==> src/rtl/i2c_master_ctrl.sv <==
// Byte-level I2C master: START, STOP, WRITE_BYTE and READ_BYTE primitives on open-drain SCL/SDA.
// Optional SCL clock stretching is compiled in with the I2C_CLK_STRETCH_EN macro.
//
//   state  | meaning
//   IDLE   | waiting for enable_i, pads hold their end-of-command levels
//   START  | (repeated) start condition, 4 quarters
//   STOP   | stop condition, 4 quarters, leaves bus released
//   WR_BIT | shifting out 8 data bits MSB first
//   WR_ACK | SDA released, slave ACK sampled
//   RD_BIT | SDA released, 8 bits shifted in
//   RD_ACK | master drives ACK low
module i2c_master_ctrl #(
    parameter logic [7:0] ClkDiv = 8'd67
) (
    input  logic       clk_i,
    input  logic       rst_ni,
    input  logic [1:0] instr_i,
    input  logic       enable_i,
    input  logic [7:0] byte_i,
    output logic [7:0] byte_o,
    output logic       ack_o,
    output logic       complete_o,
    output logic       scl_oe_o,
    output logic       sda_oe_o,
    input  logic       sda_i,
    input  logic       scl_i
);

    typedef enum logic [2:0] {
        IDLE, START, STOP, WR_BIT, WR_ACK, RD_BIT, RD_ACK
    } state_e;

    state_e     state_q, state_d;
    logic [7:0] qcnt_q;
    logic [1:0] quarter_q;
    logic [2:0] bit_q;
    logic [7:0] shreg_q;
    logic       sda_s1_q, sda_s2_q;
    logic       idle_scl_q, idle_sda_q;
    logic       complete_q;
    logic       stall, q_end, bit_end, sample, cmd_done;

`ifdef I2C_CLK_STRETCH_EN
    logic scl_s1_q, scl_s2_q, stretch_qtr;

    always_ff @(posedge clk_i or negedge rst_ni) begin
        if (!rst_ni) begin
            scl_s1_q <= 1'b1;
            scl_s2_q <= 1'b1;
        end else begin
            scl_s1_q <= scl_i;
            scl_s2_q <= scl_s1_q;
        end
    end

    // Quarters in which SCL has just been released and a slave may hold it low
    always_comb begin
        stretch_qtr = 1'b0;
        case (state_q)
            START, STOP:                    stretch_qtr = (quarter_q == 2'd1);
            WR_BIT, WR_ACK, RD_BIT, RD_ACK: stretch_qtr = (quarter_q == 2'd2);
            default:                        stretch_qtr = 1'b0;
        endcase
    end

    assign stall = stretch_qtr && (qcnt_q == 8'd0) && !scl_s2_q;
`else
    logic unused_scl;
    assign unused_scl = scl_i;
    assign stall      = 1'b0;
`endif

    assign q_end   = !stall && (qcnt_q == ClkDiv - 8'd1);
    assign bit_end = q_end && (quarter_q == 2'd3);
    assign sample  = q_end && (quarter_q == 2'd2);

    always_ff @(posedge clk_i or negedge rst_ni) begin
        if (!rst_ni) state_q <= IDLE;
        else         state_q <= state_d;
    end

    always_comb begin
        state_d = state_q;
        case (state_q)
            IDLE: begin
                if (enable_i) begin
                    case (instr_i)
                        2'd0:    state_d = START;
                        2'd1:    state_d = STOP;
                        2'd2:    state_d = RD_BIT;
                        default: state_d = WR_BIT;
                    endcase
                end
            end
            START, STOP, WR_ACK, RD_ACK: if (bit_end) state_d = IDLE;
            WR_BIT: if (bit_end && bit_q == 3'd7) state_d = WR_ACK;
            RD_BIT: if (bit_end && bit_q == 3'd7) state_d = RD_ACK;
            default: state_d = IDLE;
        endcase
    end

    assign cmd_done = (state_q != IDLE) && (state_d == IDLE);

    always_comb begin
        scl_oe_o = idle_scl_q;
        sda_oe_o = idle_sda_q;
        case (state_q)
            START: begin
                case (quarter_q)
                    2'd0:    begin scl_oe_o = 1'b1; sda_oe_o = 1'b0; end
                    2'd1:    begin scl_oe_o = 1'b0; sda_oe_o = 1'b0; end
                    2'd2:    begin scl_oe_o = 1'b0; sda_oe_o = 1'b1; end
                    default: begin scl_oe_o = 1'b1; sda_oe_o = 1'b1; end
                endcase
            end
            STOP: begin
                case (quarter_q)
                    2'd0:    begin scl_oe_o = 1'b1; sda_oe_o = 1'b1; end
                    2'd1:    begin scl_oe_o = 1'b0; sda_oe_o = 1'b1; end
                    default: begin scl_oe_o = 1'b0; sda_oe_o = 1'b0; end
                endcase
            end
            WR_BIT: begin
                scl_oe_o = !quarter_q[1];
                sda_oe_o = !shreg_q[7];
            end
            WR_ACK, RD_BIT: begin
                scl_oe_o = !quarter_q[1];
                sda_oe_o = 1'b0;
            end
            RD_ACK: begin
                scl_oe_o = !quarter_q[1];
                sda_oe_o = 1'b1;
            end
            default: ;
        endcase
    end

    always_ff @(posedge clk_i or negedge rst_ni) begin
        if (!rst_ni) begin
            qcnt_q     <= 8'd0;
            quarter_q  <= 2'd0;
            bit_q      <= 3'd0;
            shreg_q    <= 8'd0;
            sda_s1_q   <= 1'b1;
            sda_s2_q   <= 1'b1;
            idle_scl_q <= 1'b0;
            idle_sda_q <= 1'b0;
            complete_q <= 1'b1;
            byte_o     <= 8'd0;
            ack_o      <= 1'b0;
        end else begin
            sda_s1_q <= sda_i;
            sda_s2_q <= sda_s1_q;
            if (state_q == IDLE) begin
                qcnt_q    <= 8'd0;
                quarter_q <= 2'd0;
                bit_q     <= 3'd0;
                if (enable_i) begin
                    shreg_q    <= byte_i;
                    complete_q <= 1'b0;
                end
            end else begin
                if (!stall) begin
                    if (q_end) begin
                        qcnt_q    <= 8'd0;
                        quarter_q <= quarter_q + 2'd1;
                        if (bit_end) bit_q <= bit_q + 3'd1;
                    end else begin
                        qcnt_q <= qcnt_q + 8'd1;
                    end
                end
                if (state_q == WR_BIT && bit_end) shreg_q <= {shreg_q[6:0], 1'b0};
                if (state_q == RD_BIT && sample)  shreg_q <= {shreg_q[6:0], sda_s2_q};
                if (state_q == WR_ACK && sample)  ack_o   <= !sda_s2_q;
                if (cmd_done) begin
                    complete_q <= 1'b1;
                    // SCL stays low after data bits so the next bit/STOP starts cleanly
                    idle_scl_q <= (state_q != STOP);
                    idle_sda_q <= sda_oe_o;
                    if (state_q == RD_ACK) begin
                        byte_o <= shreg_q;
                        ack_o  <= 1'b0;
                    end
                end
            end
        end
    end

    assign complete_o = complete_q;

endmodule
==> config.mk <==
export PLATFORM = sky130hd
export DESIGN_NAME = i2c_master_ctrl
export DESIGN_NICKNAME = d
export VERILOG_FILES = /design/src/rtl/i2c_master_ctrl.sv
export SDC_FILE = /design/constraint.sdc
export NUM_CORES = 1
export LEC_CHECK = 0
export CAP_MARGIN = 10
export CORE_MARGIN = 5
export CORE_UTILIZATION = 61
export CTS_BUF_LIST = sky130_fd_sc_hd__clkbuf_8
export DETAILED_ROUTE_END_ITERATION = 6
export GPL_TIMING_DRIVEN = 0
export PLACE_DENSITY = 0.88
export REMOVE_ABC_BUFFERS = 1
export SLEW_MARGIN = 20
export SYNTH_ARGS = -nofsm -noshare
export SYNTH_HDL_FRONTEND = slang
export SYNTH_SLANG_ARGS = --single-unit
==> constraint.sdc <==
create_clock -name clk_i -period 5.6 [get_ports clk_i]
set_input_delay 1.12 -clock clk_i [delete_from_list [all_inputs] [get_ports clk_i]]
set_output_delay 1.12 -clock clk_i [all_outputs]
set_load 0.02 [all_outputs]
==> results.py, run 1 <==
metrics = {
    "layout": {
        "insertedDiodeCount": 0,
        "drive_gt1_frac": 0.214,
        "nets": 232,
        "layout-area-overhead-vs-synth_pct": 19.1,
        "finish.instance_area_um2": 2470,
        "fill_cell_count": 236,
    },
    "outcome": {
        "run_status": "finished, final reports clean",
    },
    "synthesis": {
        "netlist_instances": 183,
        "async_flop_share": 1.00,
        "synth_top_area_cell": "dfrtp_1",
        "yosysUniqueCellTypes": 48,
        "synth_largest_type_area_fraction": 0.422,
        "synth_seq_cells": 38,
        "synth_edf_count": 0,
        "synth_warnings": 0,
        "ys_seq_area_frac": 0.460,
        "post_synth_main_area_contributors": "dfrtp_1 (42%), mux2_2 (8.1%), mux2_4 (5.8%), ha_1 (4.8%), dfstp_2 (3.8%)",
        "synth_flop_cell": "dfrtp_1",
        "post_synth.cell_area_avg_um2": 11.3,
        "synth_area_um2": 2070,
    },
    "critical_path": {
        "worstPathArrival_ps": 2480,
        "ff2ff_setup_slack_ps": 2970,
        "critPathMaxFanout": 22,
        "setup.worst_path.start_class": "flop",
        "critPathCapture": "scl_oe_o",
        "rr_endpoint": "byte_o[2]",
        "launch_point_of_the_worst_reg_to_reg_path": "qcnt_q[0]",
        "critPathCaptureType": "output port",
        "worstSetupStartpoint": "state_q[0]",
        "worst_ep_required_time_ps": 4480,
        "timing_worst_setup_path_type": "reg2out",
        "timing.reg2reg.worst_path_depth": 7,
    },
    "sta": {
        "fin_skew_ps": 7.85,
        "hold_viol": 0,
        "hold_slack_ps": 357,
        "finalSetupViolCount": 0,
        "report.final.slew_viol_count": 0,
        "tightestPinTransition_ps": 770,
        "maxSlewHeadroom": 0.487,
        "final.setup.worst_slack_ps": 2000,
        "period_share": 0.643,
        "period_needed_ps": 3600,
        "timing.setup.tns_ps": 0,
        "unrepaired_setup_endpoints_after_global_routing": "no",
        "achievable-frequency_ghz": 0.278,
    },
    "detailed_routing": {
        "detail_route.wirelength.met1_um": 1940,
        "drt-pass1-iter-count": 4,
        "routed-wl-met2_um": 2210,
        "wirelength_um": 4420,
        "drtIter0Drc": 133,
        "remaining_drc_errors": 0,
        "dr.max_layer_used": "met4",
        "wl_met3_um": 186,
        "drt.antenna.violating_nets": 0,
        "routed_length_per_instance_um": 17.3,
        "avgViaCountPerCell": 5.91,
        "routed-via-count": 1513,
    },
    "global_route": {
        "global_route_wire_length_before_repair_um": 7160,
        "global_route.usage.total": 0.209,
        "antenna_found_initial": 0,
        "grt-ovfl-total": 0,
        "first_global_vias": 1493,
        "pin_count_of_the_biggest_net_entering_global_routing": 23,
    },
    "clock_network": {
        "cts.hold.buffers_added": 0,
        "cts_buffer_depth": 2,
        "numClockSinks": 38,
        "clk_transition_reported_paths_ps": 70,
        "cts.root.buffer_cell": "clkbuf_8",
        "post_cts_buffers": 0,
        "cts_tree": "yes",
        "cts_bufs_inserted": 5,
        "post_cts.resized_instances": 0,
        "ctsHtreeMaxLevel": 2,
        "worst_skew_pair.late_latency_ps": 290,
    },
    "die": {
        "core_um2": 3310,
        "die_width_um": 68.3,
        "initial_core_util": 0.626,
        "die_area_um2": 4660,
        "num_rows": 21,
        "die_height_um": 68.3,
        "num_io_pins": 27,
    },
    "power_and_ir_drop": {
        "peak_ir_drop_on_the_vdd_network_uv": 172,
        "power.net_switching_uw": 108,
        "power.switching_fraction": 0.218,
        "share_clk_of_total_power": 0.385,
        "power_per_cell_area_nw_per_um2": 200,
        "leakage_uw": 0.00111,
        "finalPower_uw": 494,
        "share_seq_of_total_power": 0.566,
        "intPower_uw": 387,
        "power.share.combinational": 0.049,
    },
    "flow_run": {
        "maxCapViolations": 0,
    },
    "place": {
        "dpl_worst_slack_ps": 2260,
        "hpwl_um": 3160,
        "gp_routability_congestion": 0.921,
        "port-buffer-count": 25,
        "post_dp_area_um2": 2380,
    },
    "worst_hold_path": {
        "timing.hold.worst.class": "reg2reg",
    },
}
-- sequential cells by signal, indices dropped and copies added (netlist names), 2 cells and up --
| name | flops |
|---|---|
| quarter_q | 2 |
| bit_q | 3 |
| qcnt_q | 8 |
| state_q | 3 |
| byte_o | 8 |
| shreg_q | 8 |
-- Yosys cell counts (all sizes together), types with 3 or more instances --
cell    number
and3         3
nand3        8
o21ai        4
dfrtp       35
a21oi        6
xor2         6
xnor2        3
nor2        16
nand2        9
nor3         7
ha           8
mux2        25
inv         10
dfstp        3
buf          4
clkbuf       4
-- power by group through the flow --
stage                     Combinational (uW)  Sequential (uW)  Clock (uW)
final                                   24.0              280         190
after floorplan                         5.10              285           0
after global routing                    26.3              280         209
after global placement                  21.0              285           0
after detailed placement                23.9              285           0
after CTS                               24.2              280         194
-- layout make-up --
cell class	count	area [um2]	share of cell area
clock inverters	2	8.76	0.00355
clock buffers	6	82.6	0.0335
well taps	46	57.6	0.0233
flip-flops and latches	38	955	0.387
repair buffers	27	280	0.114
inverters	10	37.5	0.0152
multi-input cells	127	1050	0.424
-- placed cells by master (no fill, tap or decap), types with 2 or more instances in the layout --
master | synthesis | final
nor3_1 | 7 | 6
mux2_4 | 8 | 8
o21ai_0 | 4 | 4
clkbuf_8 | 0 | 6
nand2b_1 | 2 | 2
dfrtp_1 | 35 | 35
dfstp_2 | 3 | 3
mux2i_1 | 2 | 2
nor2_1 | 16 | 16
clkdlybuf4s50_1 | 0 | 24
mux2_1 | 2 | 2
nand3_1 | 8 | 8
and2_0 | 2 | 2
mux2_2 | 15 | 15
xor2_1 | 6 | 6
ha_1 | 8 | 8
xnor2_1 | 3 | 3
a221o_1 | 2 | 2
and3_1 | 3 | 3
a21oi_1 | 6 | 6
or4bb_1 | 2 | 2
nand2_1 | 8 | 8
inv_1 | 10 | 11
-- worst max-delay path, cell delays in order (launching register included) --
cell and delay [ps]:
dfrtp_1 760, inv_1 190, mux2i_1 150, o22a_1 200
o221ai_1 220, clkdlybuf4s50_1 660
-- worst min-delay path by stage --
stage | to | slack, ps | from | cells after the start
2_1_floorplan | sda_s2_q | 350 | sda_s1_q | 0
3_3_place_gp | sda_s2_q | 350 | sda_s1_q | 0
3_5_place_dp | sda_s2_q | 350 | sda_s1_q | 0
4_1_cts | sda_s2_q | 360 | sda_s1_q | 0
5_1_grt | sda_s2_q | 370 | sda_s1_q | 0
6_report | sda_s2_q | 360 | sda_s1_q | 0
-- through the flow --
step | util | cells
CTS | 0.746 | 256
detailed placement | 0.718 | 248
floorplan | - | 175
global route | 0.746 | 256
global placement | 0.707 | 246
finish | 0.746 | 256
-- kinds of logic after synthesis --
kind of cell | Yosys count | share of synthesized area
simple gates | 59 | 0.168
xor+xnor | 9 | 0.0380
flops | 38 | 0.460
buf+inv | 18 | 0.0368
fa+ha+maj | 8 | 0.0483
mux | 27 | 0.160
compound gates | 24 | 0.0881
-- per-layer routing --
metal  track usage  vias up
met2         0.326       54
met1         0.277      741
met3        0.0411        9
met4         0.102        0
li1              -      709
met5             0        -
Note: power is estimated with default switching activity, not from simulation.
==> run 2: changes to the inputs <==
--- a/config.mk
+++ b/config.mk
@@ -7,11 +7,11 @@
 export LEC_CHECK = 0
 export CAP_MARGIN = 10
 export CORE_MARGIN = 5
-export CORE_UTILIZATION = 61
+export CORE_UTILIZATION = 57
 export CTS_BUF_LIST = sky130_fd_sc_hd__clkbuf_8
 export DETAILED_ROUTE_END_ITERATION = 6
 export GPL_TIMING_DRIVEN = 0
-export PLACE_DENSITY = 0.88
+export PLACE_DENSITY = 0.83
 export REMOVE_ABC_BUFFERS = 1
 export SLEW_MARGIN = 20
 export SYNTH_ARGS = -nofsm -noshare
==> constraint.sdc (replaced) <==
create_clock -name clk_i -period 3.53 [get_ports clk_i]
set_input_delay 0.706 -clock clk_i [delete_from_list [all_inputs] [get_ports clk_i]]
set_output_delay 0.706 -clock clk_i [all_outputs]
set_load 0.02 [all_outputs]
==> results.py, run 2 (same netlist as run 1, synthesis figures left out) <==
metrics = {
    "outcome": {
        "run_status": "finished, final reports clean",
    },
    "critical_path": {
        "critPathCaptureType": "output port",
        "worstPathArrival_ps": 2550,
        "ff2ff_setup_slack_ps": 960,
        "timing.critical_path.max_delay_family": "buffers and inverters",
        "setup.worst_path.start_class": "flop",
        "rr_endpoint": "byte_o[0]",
        "cells_along_the_critical_path": "inv_1 -> mux2i_1 -> o22a_1 -> o221ai_1 -> clkdlybuf4s50_1",
        "cp_slowest_stage_delay_ps": 780,
        "timing_worst_setup_path_type": "reg2out",
        "worst_ep_required_time_ps": 2820,
        "critPathMaxFanout": 22,
        "timing.reg2reg.worst_path_depth": 7,
        "cp_num_buf_inv": 2,
        "launch_point_of_the_worst_reg_to_reg_path": "qcnt_q[0]",
        "critical-path-slowest-cell": "dfrtp_1",
    },
    "power_and_ir_drop": {
        "power.share.combinational": 0.048,
        "share_clk_of_total_power": 0.397,
        "power.net_switching_uw": 183,
        "share_seq_of_total_power": 0.556,
        "power_per_cell_area_nw_per_um2": 323,
        "intPower_uw": 616,
        "power.switching_fraction": 0.229,
        "peak_ir_drop_on_the_vdd_network_uv": 240,
        "leakage_uw": 0.00111,
    },
    "sta": {
        "report.final.slew_viol_count": 0,
        "hold_viol": 0,
        "period_needed_ps": 3250,
        "period_share": 0.921,
        "finalSetupViolCount": 0,
        "tightestPinTransition_ps": 803,
        "fin_skew_ps": 6.12,
        "unrepaired_setup_endpoints_after_global_routing": "no",
        "maxSlewHeadroom": 0.464,
        "timing.setup.tns_ps": 0,
        "achievable-frequency_ghz": 0.308,
    },
    "detailed_routing": {
        "avgViaCountPerCell": 5.77,
        "routed_length_per_instance_um": 17.4,
        "drt.antenna.violating_nets": 0,
        "drtIter0Drc": 184,
        "wirelength_um": 4480,
        "remaining_drc_errors": 0,
        "routed-via-count": 1488,
        "drt-pass1-iter-count": 4,
    },
    "clock_network": {
        "worst_skew_pair.late_latency_ps": 300,
        "clk_transition_reported_paths_ps": 80,
        "cts.hold.buffers_added": 0,
        "post_cts.resized_instances": 0,
        "cts.root.buffer_cell": "clkbuf_8",
        "cts_buffer_depth": 2,
        "post_cts_buffers": 0,
        "cts_bufs_inserted": 5,
        "cts_tree": "yes",
        "ctsHtreeMaxLevel": 2,
        "numClockSinks": 38,
    },
    "die": {
        "num_io_pins": 27,
        "num_rows": 22,
        "die_width_um": 70.3,
        "die_height_um": 70.3,
        "die_area_um2": 4940,
        "initial_core_util": 0.579,
        "core_um2": 3580,
    },
    "place": {
        "hpwl_um": 3150,
        "gp_routability_congestion": 0.864,
        "port-buffer-count": 25,
        "placed_insts": 250,
    },
    "global_route": {
        "grt-ovfl-total": 0,
        "global_route.usage.total": 0.190,
        "global_route_wire_length_before_repair_um": 7420,
        "pin_count_of_the_biggest_net_entering_global_routing": 26,
        "first_global_vias": 1522,
        "antenna_found_initial": 0,
    },
    "layout": {
        "final_common_cell": "dfrtp_1",
        "final_cell_mix": "dfrtp_1 (35), clkdlybuf4s50_1 (24), nor2_1 (16)",
        "nets": 232,
        "final_cells": 258,
        "insertedDiodeCount": 0,
        "drive_gt1_frac": 0.219,
        "reg_top3": "byte_o x8, qcnt_q x8, shreg_q x8",
        "layout-area-overhead-vs-synth_pct": 19.4,
        "fill_cell_count": 274,
    },
    "flow_run": {
        "maxCapViolations": 0,
    },
    "worst_hold_path": {
        "timing.hold.worst.class": "in2async",
    },
}
-- run 2: how the worst max path moves through the flow --
stage | from | endpoint | slack [ps] | cells after the start
2_1_floorplan | qcnt_q[0] | byte_o[0] | 1230 | 7
3_3_place_gp | state_q[1] | idle_scl_q | 670 | 3
3_5_place_dp | instr_i[0] | byte_o[4] | 640 | 6
4_1_cts | state_q[0] | scl_oe_o | 330 | 5
5_1_grt | state_q[0] | scl_oe_o | 190 | 5
6_report | state_q[0] | scl_oe_o | 280 | 5
-- run 2: power by group through the flow --
stage	combinational, uW	clock [uW]	sequential (uW)
floorplan	8.09	0	452
detailed placement	38.5	0	452
finish	38.1	317	444
global route	42.2	342	445
global placement	33.3	0	452
CTS	38.7	323	444
-- run 2: worst register-to-register path: cells and delay by family, from the launching register on --
family          cells  cell delay [ps]
fa+ha+maj           1              150
simple gates        3             1070
compound gates      1              370
mux                 1              360
buf+inv             1               80
flops               1              430
-- run 2: cell type report --
cell class | count | area [um2] | share of cell area
Clock buffer | 6 | 82.6 | 0.0334
Sequential cell | 38 | 955 | 0.386
Clock inverter | 2 | 12.5 | 0.00506
Timing Repair Buffer | 27 | 280 | 0.113
Tap cell | 48 | 60.1 | 0.0243
Multi-Input combinational cell | 127 | 1050 | 0.423
Inverter | 10 | 37.5 | 0.0152
-- run 2: per-stage QoR --
stage / total power (uW) / area (um2) / utilization / setup WS (ps) / hold WS [ps]
after global placement: 485 / 2340 / 0.655 / 670 / 347
final: 799 / 2470 / 0.692 / 279 / 321
after global routing: 829 / 2470 / 0.692 / 188 / 342
after floorplan: 460 / 2030 / - / 1230 / 345
after CTS: 806 / 2470 / 0.692 / 325 / 319
after detailed placement: 491 / 2380 / 0.665 / 644 / 347
-- run 2: layer usage --
metal  global-route usage  vias up  part of all wire
li1                     -      702                 -
met1                0.239      727              0.42
met2                0.306       45              0.50
met3               0.0489       14             0.048
met4               0.0872        0             0.030
met5                    0        -                 0
==> run 3: changes to the inputs <==
--- a/config.mk
+++ b/config.mk
@@ -11,7 +11,7 @@
 export CTS_BUF_LIST = sky130_fd_sc_hd__clkbuf_8
 export DETAILED_ROUTE_END_ITERATION = 6
 export GPL_TIMING_DRIVEN = 0
-export PLACE_DENSITY = 0.83
+export PLACE_DENSITY = 0.88
 export REMOVE_ABC_BUFFERS = 1
 export SLEW_MARGIN = 20
 export SYNTH_ARGS = -nofsm -noshare
==> results.py, run 3 (same netlist as run 1, synthesis figures left out) <==
metrics = {
    "critical_path": {
        "cells_along_the_critical_path": "inv_1 -> mux2i_1 -> o22a_1 -> o221ai_1 -> clkdlybuf4s50_1",
        "worst_ep_required_time_ps": 2820,
        "cp_slowest_stage_delay_ps": 780,
        "timing.critical_path.max_delay_family": "buffers and inverters",
        "launch_point_of_the_worst_reg_to_reg_path": "qcnt_q[0]",
        "cp_num_buf_inv": 2,
        "critPathMaxFanout": 22,
        "worstPathArrival_ps": 2520,
        "critical-path-slowest-cell": "dfrtp_1",
        "critPathCaptureType": "output port",
        "worstSetupStartpoint": "state_q[0]",
        "setup.worst_path.start_class": "flop",
        "timing_worst_setup_path_type": "reg2out",
    },
    "layout": {
        "layout-area-overhead-vs-synth_pct": 19.4,
        "nets": 232,
        "finish.instance_area_um2": 2470,
        "insertedDiodeCount": 0,
        "drive_gt1_frac": 0.219,
        "reg_top3": "byte_o x8, qcnt_q x8, shreg_q x8",
        "final_cell_mix": "dfrtp_1 (35), clkdlybuf4s50_1 (24), nor2_1 (16)",
        "final_common_cell": "dfrtp_1",
        "final_cells": 258,
    },
    "power_and_ir_drop": {
        "power_per_cell_area_nw_per_um2": 320,
        "leakage_uw": 0.00111,
        "peak_ir_drop_on_the_vdd_network_uv": 259,
    },
    "clock_network": {
        "clk_transition_reported_paths_ps": 80,
        "ctsHtreeMaxLevel": 2,
        "cts_tree": "yes",
        "cts_bufs_inserted": 5,
        "cts.hold.buffers_added": 0,
        "cts.root.buffer_cell": "clkbuf_8",
        "worst_skew_pair.late_latency_ps": 290,
        "cts_buffer_depth": 2,
        "post_cts_buffers": 0,
        "post_cts.resized_instances": 0,
        "numClockSinks": 38,
    },
    "die": {
        "num_io_pins": 27,
        "initial_core_util": 0.579,
        "die_width_um": 70.3,
        "num_rows": 22,
        "core_um2": 3580,
        "die_area_um2": 4940,
        "die_height_um": 70.3,
    },
    "global_route": {
        "grt-ovfl-total": 0,
        "antenna_found_initial": 0,
        "first_global_vias": 1503,
        "global_route.usage.total": 0.178,
        "pin_count_of_the_biggest_net_entering_global_routing": 25,
        "global_route_wire_length_before_repair_um": 6960,
    },
    "detailed_routing": {
        "wirelength_um": 4030,
        "routed_length_per_instance_um": 15.6,
        "remaining_drc_errors": 0,
        "drtIter0Drc": 94,
        "drt-pass1-iter-count": 4,
        "avgViaCountPerCell": 5.65,
        "drt.antenna.violating_nets": 0,
        "routed-via-count": 1457,
    },
    "sta": {
        "timing.setup.tns_ps": 0,
        "hold_viol": 0,
        "maxSlewHeadroom": 0.505,
        "tightestPinTransition_ps": 742,
        "finalSetupViolCount": 0,
        "fin_skew_ps": 9.58,
        "period_share": 0.914,
        "unrepaired_setup_endpoints_after_global_routing": "no",
        "achievable-frequency_ghz": 0.310,
        "period_needed_ps": 3230,
        "report.final.slew_viol_count": 0,
    },
    "flow_run": {
        "maxCapViolations": 0,
    },
    "worst_hold_path": {
        "timing.hold.worst.class": "in2async",
    },
    "outcome": {
        "run_status": "finished, final reports clean",
    },
    "place": {
        "hpwl_um": 2960,
        "port-buffer-count": 25,
        "post_dp_area_um2": 2380,
        "gp_routability_congestion": 0.767,
        "placed_insts": 250,
    },
}
run 3: cell counts in the layout (fill, tap and decap cells not counted):
No cell type changed its count.
run 3: area by class of cell:
class,instances,area [um2]
timing repair buffer,27,280
clock inverter,2,12.5
tap,48,60.1
clock buffer,6,82.6
fill,271,1100
multi-input combinational,127,1050
sequential,38,955
inverter,10,37.5
run 3: worst paths after layout:
| path | endpoint | slack, ps | cells past startpoint |
|---|---|---|---|
| max in group asynchronous | sda_s2_q | 2700 | 2 |
| worst min register to register | sda_s2_q | 360 | 0 |
| worst max register to register | byte_o[1] | 940 | 7 |
| worst max-delay path | scl_oe_o | 300 | 5 |
| min in group clk_i | sda_s2_q | 360 | 0 |
| worst min-delay path | ack_o | 320 | 1 |
run 3: where the power goes:
group          internal (uW)  switching [uW]  leakage (uW)  total, uW
Clock                    157             154     0.0000472        311
Combinational           20.1            17.1      0.000561       37.2
Sequential               439            5.53      0.000499        444
Total                    616             177       0.00111        792
run 3: through the flow:
| stage | setup WS (ps) | util | hold WS, ps | power, uW |
|---|---|---|---|---|
| 6_report | 304 | 0.692 | 319 | 792 |
| 5_1_grt | 164 | 0.692 | 350 | 821 |
| 4_1_cts | 329 | 0.692 | 329 | 801 |
| 3_5_place_dp | 630 | 0.665 | 348 | 490 |
| 3_3_place_gp | 657 | 0.655 | 346 | 486 |
| 2_1_floorplan | 1230 | - | 345 | 460 |
run 3: per-layer routing:
metal  vias up  wire length, um  track usage
met3         9              154       0.0374
met4         0              104       0.0830
met1       707             1790        0.220
li1        710                -            -
met2        31             1980        0.294
met5         -                0            0
